--- src/rtl/ntt_addr_seq_pkg.sv ---
// Shared constants and enums for the Kyber NTT address sequencer.
package ntt_pkg;

  localparam int unsigned N          = 256;
  localparam int unsigned BANKS      = 8;
  localparam int unsigned ROWS       = N / BANKS;
  localparam int unsigned NUM_STAGES = 7;
  localparam int unsigned KYBER_Q    = 3329;

  typedef enum logic {
    MODE_NTT  = 1'b0,
    MODE_INTT = 1'b1
  } mode_e;

  typedef enum logic [1:0] {
    S_IDLE,
    S_READ,
    S_DRAIN,
    S_DONE
  } seq_state_e;

endpackage

--- src/rtl/ntt_addr_seq_delay_line.sv ---
// Fixed-depth shift register replaying the read strobe/addresses to the write ports.
module ntt_delay_line #(
  parameter int unsigned DEPTH = 4,
  parameter int unsigned W     = 11
) (
  input  logic         clk,
  input  logic         rst,
  input  logic [W-1:0] din,
  output logic [W-1:0] dout
);

  logic [W-1:0] taps [DEPTH];

  always_ff @(posedge clk) begin
    if (rst) begin
      for (int unsigned i = 0; i < DEPTH; i++) begin
        taps[i] <= '0;
      end
    end else begin
      taps[0] <= din;
      for (int unsigned i = 1; i < DEPTH; i++) begin
        taps[i] <= taps[i-1];
      end
    end
  end

  assign dout = taps[DEPTH-1];

endmodule

--- src/rtl/ntt_addr_seq.sv ---
// Stage/address sequencer for the 8-butterfly NTT core: issues read row pairs,
// len and twiddle base per cycle, and replays the rows to the write ports.
module ntt_addr_seq
  import ntt_pkg::*;
#(
  parameter int unsigned PIPE_LAT = 4,
  parameter int unsigned ADDR_W   = 5
) (
  input  logic              clk_i,
  input  logic              rst_i,
  input  logic              start_i,
  input  logic              mode_i,
  output logic              busy_o,
  output logic              done_o,
  output logic              mode_o,
  output logic [7:0]        len_o,
  output logic              rd_en_o,
  output logic [ADDR_W-1:0] rd_addrA_o,
  output logic [ADDR_W-1:0] rd_addrB_o,
  output logic [6:0]        zeta_base_o,
  output logic              wr_en_o,
  output logic [ADDR_W-1:0] wr_addrA_o,
  output logic [ADDR_W-1:0] wr_addrB_o
);

  seq_state_e state_q, state_d;
  mode_e      mode_q, mode_d;
  logic [3:0] cnt_q, cnt_d;
  logic [3:0] drn_q, drn_d;
  logic [2:0] stage_q, stage_d;

  always_ff @(posedge clk_i) begin
    if (rst_i) begin
      state_q <= S_IDLE;
      mode_q  <= MODE_NTT;
      cnt_q   <= '0;
      drn_q   <= '0;
      stage_q <= '0;
    end else begin
      state_q <= state_d;
      mode_q  <= mode_d;
      cnt_q   <= cnt_d;
      drn_q   <= drn_d;
      stage_q <= stage_d;
    end
  end

  // cnt_q parks at 15 through DRAIN so zeta_base_o keeps the stage's last value
  always_comb begin
    state_d = state_q;
    mode_d  = mode_q;
    cnt_d   = cnt_q;
    drn_d   = drn_q;
    stage_d = stage_q;
    case (state_q)
      S_IDLE: begin
        if (start_i) begin
          state_d = S_READ;
          mode_d  = mode_e'(mode_i);
          cnt_d   = '0;
          drn_d   = '0;
          stage_d = '0;
        end
      end
      S_READ: begin
        if (cnt_q == 4'd15) begin
          state_d = S_DRAIN;
          drn_d   = '0;
        end else begin
          cnt_d = cnt_q + 4'd1;
        end
      end
      S_DRAIN: begin
        if (drn_q == 4'(PIPE_LAT - 1)) begin
          if (stage_q == 3'(NUM_STAGES - 1)) begin
            state_d = S_DONE;
          end else begin
            state_d = S_READ;
            stage_d = stage_q + 3'd1;
            cnt_d   = '0;
          end
        end else begin
          drn_d = drn_q + 4'd1;
        end
      end
      S_DONE:  state_d = S_IDLE;
      default: state_d = S_IDLE;
    endcase
  end

  logic              active;
  logic [2:0]        lg;
  logic [2:0]        sh;
  logic [6:0]        half;
  logic [6:0]        grp;
  logic [6:0]        zeta;
  logic [ADDR_W-1:0] c_a;
  logic [ADDR_W-1:0] addr_a;
  logic [ADDR_W-1:0] addr_b;

  // lg = log2(len); for len>=8 sh = log2(len/8), otherwise sh = log2(8/len)
  always_comb begin
    active = (state_q == S_READ) || (state_q == S_DRAIN);
    lg     = (mode_q == MODE_INTT) ? (3'd1 + stage_q) : (3'd7 - stage_q);
    half   = 7'd1 << (3'd7 - lg);
    c_a    = ADDR_W'(cnt_q);
    sh     = '0;
    grp    = '0;
    addr_a = '0;
    addr_b = '0;
    if (lg >= 3'd3) begin
      sh     = lg - 3'd3;
      grp    = 7'(cnt_q >> sh);
      addr_a = ((c_a >> sh) << (sh + 3'd1)) | (c_a & ((ADDR_W'(1) << sh) - ADDR_W'(1)));
      addr_b = addr_a + (ADDR_W'(1) << sh);
    end else begin
      sh     = 3'd3 - lg;
      grp    = 7'(cnt_q) << sh;
      addr_a = c_a << 1;
      addr_b = (c_a << 1) | ADDR_W'(1);
    end
    if (mode_q == MODE_INTT) begin
      zeta = (half << 1) - 7'd1 - grp;
    end else begin
      zeta = half + grp;
    end
  end

  assign busy_o      = active;
  assign done_o      = (state_q == S_DONE);
  assign mode_o      = (mode_q == MODE_INTT);
  assign rd_en_o     = (state_q == S_READ);
  assign len_o       = active ? (8'd1 << lg) : '0;
  assign zeta_base_o = active ? zeta : '0;
  assign rd_addrA_o  = rd_en_o ? addr_a : '0;
  assign rd_addrB_o  = rd_en_o ? addr_b : '0;

  logic [2*ADDR_W:0] wr_bus;

  ntt_delay_line #(
    .DEPTH (PIPE_LAT),
    .W     (2*ADDR_W + 1)
  ) u_wr_dly (
    .clk  (clk_i),
    .rst  (rst_i),
    .din  ({rd_en_o, rd_addrA_o, rd_addrB_o}),
    .dout (wr_bus)
  );

  assign wr_en_o    = wr_bus[2*ADDR_W];
  assign wr_addrA_o = wr_bus[2*ADDR_W-1:ADDR_W];
  assign wr_addrB_o = wr_bus[ADDR_W-1:0];

endmodule

--- config.mk ---
export PLATFORM = sky130hd
export DESIGN_NAME = ntt_addr_seq
export DESIGN_NICKNAME = d
export VERILOG_FILES = /design/src/rtl/ntt_addr_seq_pkg.sv /design/src/rtl/ntt_addr_seq_delay_line.sv /design/src/rtl/ntt_addr_seq.sv
export SDC_FILE = /design/constraint.sdc
export NUM_CORES = 1
export LEC_CHECK = 0
export BUFFER_PORTS_ARGS = -buffer_cell sky130_fd_sc_hd__buf_4
export CORE_ASPECT_RATIO = 1.5
export CORE_MARGIN = 2
export CORE_UTILIZATION = 40
export CTS_CLUSTER_SIZE = 12
export DETAILED_ROUTE_END_ITERATION = 6
export SLEW_MARGIN = 20
export SYNTH_ARGS = -nofsm -noshare
export SYNTH_HDL_FRONTEND = slang
export SYNTH_HIERARCHICAL = 1
export SYNTH_SLANG_ARGS = --single-unit
--- constraint.sdc ---
create_clock -name clk_i -period 5.27 [get_ports clk_i]
set_clock_uncertainty 0.1 [all_clocks]
set_input_delay 0.2635 -clock clk_i [delete_from_list [all_inputs] [get_ports clk_i]]
set_output_delay 0.2635 -clock clk_i [all_outputs]
set_load 0.05 [all_outputs]
==> metrics.txt, run 1 <==
number of inserted filler cells in the final layout=815; clk root buf=clkbuf_16; standard cell area after detailed placement=3850 um^2; number of storage elements in the synthesis netlist=58; core outline area=8410 um^2; clock network latency to the later pin of the worst-skew pair=roughly 320 ps; TritonCTS Buffers=9; count of pins on the block boundary=44; number of DRC violations after detailed-routing iteration 0=99; CTS tree=yes; power density normalized to cell area=420 nW/um^2; die width=79.9 um; total setup violations reported at the end of the flow=0; total congestion overflow=0; site row count=between 40 and 50; CP endpoint kind=output port; Netlist Area Pre-Place=3450 um^2; first-pass GRT wire length=13.3 mm; number of antenna cells inserted=0; count of pins over their slew limit=0; Worst Setup Start Kind=flip-flop; synthesized area per cell=8.43 um^2; maximum fanout along the worst path=18; number of port buffers=43; net count after synthesis=444; largest net degree at the start of global routing=59; post-CTS setup buffers=0; Max Root-Sink Buffers=2; worst slew margin relative to its limit=0.598; outcome=finished clean; Top cell by count, worst path=ha_1; data arrival at the endpoint of the critical path=4620 ps; nets=483; wire length on met3=341 um; area of the die=9410 um^2; routability congestion estimate=0.834; initial core utilization=0.411; Setup TNS=0 ps; TritonCTS sink count=58; path category of the worst min-delay check=primary input to flip-flop; overall via count from detail_route=2936; number of hold violations in the final report=0; RSZ-0062 raised after global routing=no; Final min period=4980 ps; total number of yosys warnings=6; worst ir drop on vdd=about 200 uV; Largest stage delay, worst path=610 ps; critical path start-end classification=flip-flop to output port; final design instance area without fill=about 4200 um^2; cells after synthesis=410; number of max-cap violations=0; All-Layer GR Usage=0.176; fraction of the yosys area taken by sequential cells=0.336; number of global-route vias before repair=between 2000 and 3000; residual DRC count=0; maximum achievable frequency=about 200 MHz; core utilization of the finished layout=0.495; via/cell ratio=5.23; initial antenna violation count=0; share of the cycle needed by the critical path after routing=0.945; wire length on met2=3.88 mm; clock slew seen by the registers of the worst setup and hold paths=50 ps; DR pass1 iterations=5; Final Routed Wirelength=7.81 mm; count of H-tree levels built during CTS=3; worst-path cell with the longest stage delay=ha_1; WL per Instance=around 14 um; proportion of layout cells with a drive suffix above 1=0.176; Worst Max-Slew Pin Slew=602 ps; count of nets left with antenna violations after detail routing=0; Vert. Die Dim=118 um; area overhead of the layout relative to synthesis=20.5%; HPWL after DPL=5.64 mm; crit path cell chain=buf_4, ha_1, nand2b_1, xnor2_2, ha_1, nor2_1, nand3_1, nand3_1, ha_1, fa_1, a21o_1, a21oi_1, o21ai_0, o211a_1, a2111oi_2, buf_4; Cell variety after synth=56; highest layer used for signal routing=met4; commonest cells after routing, fill and taps aside=dfxtp_1, buf_4, nor2b_1; WL met1=between 3 and 4 mm; required time at the endpoint of the critical path=approximately 4900 ps; slack of the worst reg-to-reg path=about 840 ps; most common library cell in the layout ignoring fill and taps=dfxtp_1; cell leakage power=1.82 nW
area by class of cell:
type	count	area, um^2	share of cell area
tap	107	134	0.0322
timing repair buffer	49	368	0.0884
inverter	19	71.3	0.0171
clock buffer	12	256	0.0616
multi-input combinational	312	2120	0.510
clock inverter	4	50.0	0.0120
sequential	58	1160	0.279
per-layer routing:
metal  up-vias  GRT usage
met5         -          0
met4         0      0.114
met3        28     0.0253
met2        84      0.299
met1      1348      0.200
li1       1476          -
worst paths after layout:
| check | cells after the start | from | to |
|---|---|---|---|
| setup / recovery | 16 | stage_q[0] | zeta_base_o[6] |
| hold / removal | 3 | mode_i | mode_o |
| setup reg to reg | 19 | stage_q[0] | u_wr_dly/taps[0][4] |
| hold reg to reg | 1 | u_wr_dly/taps[2][2] | u_wr_dly/taps[3][2] |
synth_stat cells, drive strengths merged:
cell type   n  area, um^2
nor3        5        36.3
xnor2      13         121
buf         8        45.0
nor3b       3        22.5
clkbuf     13        58.8
nand4b      2        17.5
and2        6        37.5
o22ai       4        31.3
dfxtp      58        1160
nand2      37         139
maj3        1        10.0
nor2b      46         288
mux2        5        60.1
inv        18        67.6
o211a       2        20.0
nand3       8        40.0
a41o        2        20.0
fa          3        60.1
and3b       1        8.76
a32o        1        10.0
a21oi      34         170
nor2       40         150
o21ai      16        80.1
and3        8        50.1
a2111oi     2        42.5
nand4       3        18.8
nand2b      5        31.3
o31ai       2        20.0
a311o       1        10.0
clkinv      1        3.75
and4        1        8.76
a211oi      2        15.0
o21bai      2        15.0
mux2i       6        63.8
a21o        6        45.0
o31a        1        8.76
o21ba       2        20.0
nor4        3        18.8
and4b       1        10.0
a21boi      1        7.51
ha         27         338
a31oi       2        12.5
a31o        1        8.76
or3         4        25.0
xor2        3        26.3
where the power goes:
| part | internal [mW] | switching (mW) | leakage (nW) |
|---|---|---|---|
| registers | 0.461 | 0.0196 | 0.468 |
| clock network | 0.390 | 0.189 | 0.145 |
| logic | 0.236 | 0.451 | 1.21 |
stage by stage:
stage / power [mW] / setup slack, ps / std cells / hold slack (ps)
2_1_floorplan: 1.02 / 111 / 410 / 233
3_3_place_gp: 1.17 / 705 / 545 / 316
3_5_place_dp: 1.17 / 666 / 545 / 322
4_1_cts: 1.76 / 296 / 561 / 104
5_1_grt: 1.85 / 22.5 / 561 / 131
6_report: 1.75 / 288 / 561 / 111
kinds of logic after synthesis:
group           count (synthesis)  share of synthesized area
compound gates                 81                      0.155
xor+xnor                       16                     0.0427
fa+ha+maj                      31                      0.118
buf+inv                        40                     0.0507
flops                          58                      0.336
mux                            11                     0.0359
simple gates                  173                      0.261
critical path, delay by kind of cell, from the launching register on:
family | cells | cell delay (ps)
buffers and inverters | 2 | 460
adders and majority gates | 4 | 1480
DFF | 1 | 300
xor gates and xnor gates | 1 | 410
AOI/OAI and AO/OA | 5 | 1080
and+or+nand+nor | 4 | 550
state kept, by name, summed over array words and instances, names as in the netlist:
signal         count
mode_o             1
cnt_q              4
u_wr_dly/taps     44
state_q            2
stage_q            3
drn_q              4
what timing repair did:
action                                  in CTS  in global routing
endpoints found under the setup margin       0                  1
hold buffers                                 0                  0
hold endpoints to repair                     0                  0
gates resized for setup                      0                  1
No activity file was read; power rests on OpenSTA's default activity.
==> run 2, diff against run 1 <==
--- a/config.mk
+++ b/config.mk
@@ -6,11 +6,14 @@
 export NUM_CORES = 1
 export LEC_CHECK = 0
 export BUFFER_PORTS_ARGS = -buffer_cell sky130_fd_sc_hd__buf_4
+export CELL_PAD_IN_SITES_DETAIL_PLACEMENT = 1
+export CELL_PAD_IN_SITES_GLOBAL_PLACEMENT = 1
 export CORE_ASPECT_RATIO = 1.5
 export CORE_MARGIN = 2
 export CORE_UTILIZATION = 40
 export CTS_CLUSTER_SIZE = 12
 export DETAILED_ROUTE_END_ITERATION = 6
+export PLACE_DENSITY_LB_ADDON = 0.1
 export SLEW_MARGIN = 20
 export SYNTH_ARGS = -nofsm -noshare
 export SYNTH_HDL_FRONTEND = slang
==> metrics.txt, run 2 (same netlist as run 1, synthesis figures left out) <==
standard cell area after detailed placement=3870 um^2; required time at the endpoint of the critical path=a little under 5000 ps; number of DRC violations after detailed-routing iteration 0=89; count of pins on the block boundary=44; Pwr Total=1.84 mW; commonest cells after routing, fill and taps aside=dfxtp_1, buf_4, nor2b_1; first-pass GRT wire length=15.0 mm; Max Root-Sink Buffers=2; maximum achievable frequency=205 MHz; initial core utilization=0.411; worst ir drop on vdd=253 uV; site row count=41; worst slew margin relative to its limit=0.576; DR pass1 iterations=4; Vert. Die Dim=118 um; most common library cell in the layout ignoring fill and taps=dfxtp_1; residual DRC count=0; Top delay family on crit path=adder cells; TritonCTS Buffers=9; total congestion overflow=0; Largest regs=u_wr_dly/taps: 44 flops, cnt_q: 4 flops, drn_q: 4 flops; power density normalized to cell area=435 nW/um^2; core outline area=8410 um^2; HPWL after DPL=about 7 mm; number of global-route vias before repair=3107; Worst Setup Start Kind=flip-flop; cell leakage power=1.86 nW; critical path start-end classification=flip-flop to output port; total setup violations reported at the end of the flow=0; final design instance area without fill=roughly 4200 um^2; slack of the worst reg-to-reg path=just over 900 ps; Largest stage delay, worst path=between 400 and 500 ps; hold endpoint=mode_o; nets=486; data arrival at the endpoint of the critical path=4520 ps; area overhead of the layout relative to synthesis=22.2%; number of antenna cells inserted=0; core utilization of the finished layout=0.502; maximum fanout along the worst path=11; number of hold violations in the final report=0; TritonCTS sink count=58; Top cell by count, worst path=ha_1; via/cell ratio=5.29; Reg2Reg Capture Point=u_wr_dly/taps[0][4]; routability congestion estimate=approximately 0.92; clk root buf=clkbuf_16; number of inserted filler cells in the final layout=1032; crit path cell chain=ha_1, mux2_4, nor2_2, ha_1, inv_1, ha_1, nand2_1, nor2_1, o21ai_0, o21ai_0, ha_1, and4b_1, a41o_1, a21oi_1, xnor2_1, nand2_1, a21oi_1, buf_4; post-CTS setup buffers=0; count of pins over their slew limit=0; count of H-tree levels built during CTS=3; Final min period=roughly 4900 ps; Setup TNS=0 ps; flip-flop count of the largest register, all copies and words added=44; number of port buffers=43; clock slew seen by the registers of the worst setup and hold paths=50 ps; outcome=finished clean; worst-path cell with the longest stage delay=dfxtp_1; CTS tree=yes; register bank with the most flops=u_wr_dly/taps; proportion of layout cells with a drive suffix above 1=0.182; path category of the worst min-delay check=primary input to flip-flop; clock network latency to the later pin of the worst-skew pair=between 300 and 400 ps; largest net degree at the start of global routing=just under 60; Worst R2R Start=stage_q[1]; CP endpoint kind=output port; buffers and inverters on the worst path=2; Final Routed Wirelength=~9 mm; overall via count from detail_route=2984; share of the cycle needed by the critical path after routing=0.927; cell depth of the worst min-delay path=3; die width=79.9 um; Worst Max-Slew Pin Slew=634 ps; worst r2r path cells=18; initial antenna violation count=0; number of max-cap violations=0; All-Layer GR Usage=0.202; HP Start=mode_i; area of the die=9410 um^2; WL per Instance=16.2 um; count of nets left with antenna violations after detail routing=0; RSZ-0062 raised after global routing=no
==> run 2: how the worst max path moves through the flow <==
stage	startpoint	endpoint	depth (start not counted)
2_1_floorplan	stage_q[0]	zeta_base_o[6]	19
3_3_place_gp	mode_o	zeta_base_o[6]	15
3_5_place_dp	stage_q[1]	rd_addrB_o[3]	18
4_1_cts	mode_o	rd_addrB_o[3]	18
5_1_grt	stage_q[1]	rd_addrB_o[3]	18
6_report	stage_q[1]	rd_addrB_o[3]	18
==> run 2: where the power goes <==
part | internal (mW) | switching, mW
clock | 0.458 | 0.192
combinational | 0.240 | 0.463
sequential | 0.460 | 0.0223
total | 1.16 | 0.677
==> run 2: repair_timing <==
item	CTS	global route
setup endpoints to repair	0	2
hold buffers	0	0
gates resized for setup	0	2
==> run 2: final cells by class <==
cell class / instances / area, um^2 / share of cell area
Clock buffer: 10 / 229 / 0.0542
Clock inverter: 6 / 105 / 0.0249
Inverter: 19 / 71.3 / 0.0169
Multi-Input combinational cell: 312 / 2130 / 0.505
Sequential cell: 58 / 1160 / 0.275
Tap cell: 107 / 134 / 0.0317
Timing Repair Buffer: 52 / 390 / 0.0924
==> run 2: per-layer routing <==
layer | part of all wire | vias to the layer above | wire (um) | GRT usage
met4 | 0.025 | 0 | 229 | 0.0869
met3 | 0.022 | 16 | 198 | 0.0291
li1 | - | 1474 | - | -
met1 | 0.39 | 1450 | 3600 | 0.215
met2 | 0.56 | 44 | 5110 | 0.380
met5 | 0 | - | 0 | 0
==> run 2: worst min-delay path, delay by kind of cell <==
kind	cells	cell delay, ps
buffers and inverters	1	110
AND/OR/NAND/NOR	1	60
AO/OA/AOI/OAI	1	60
==> run 2: per-stage QoR <==
step | cells | setup slack (ps) | hold slack [ps]
floorplan | 410 | 111 | 233
global route | 564 | 37.0 | 124
detailed placement | 548 | 617 | 325
finish | 564 | 383 | 119
CTS | 564 | 248 | 113
global placement | 548 | 759 | 314
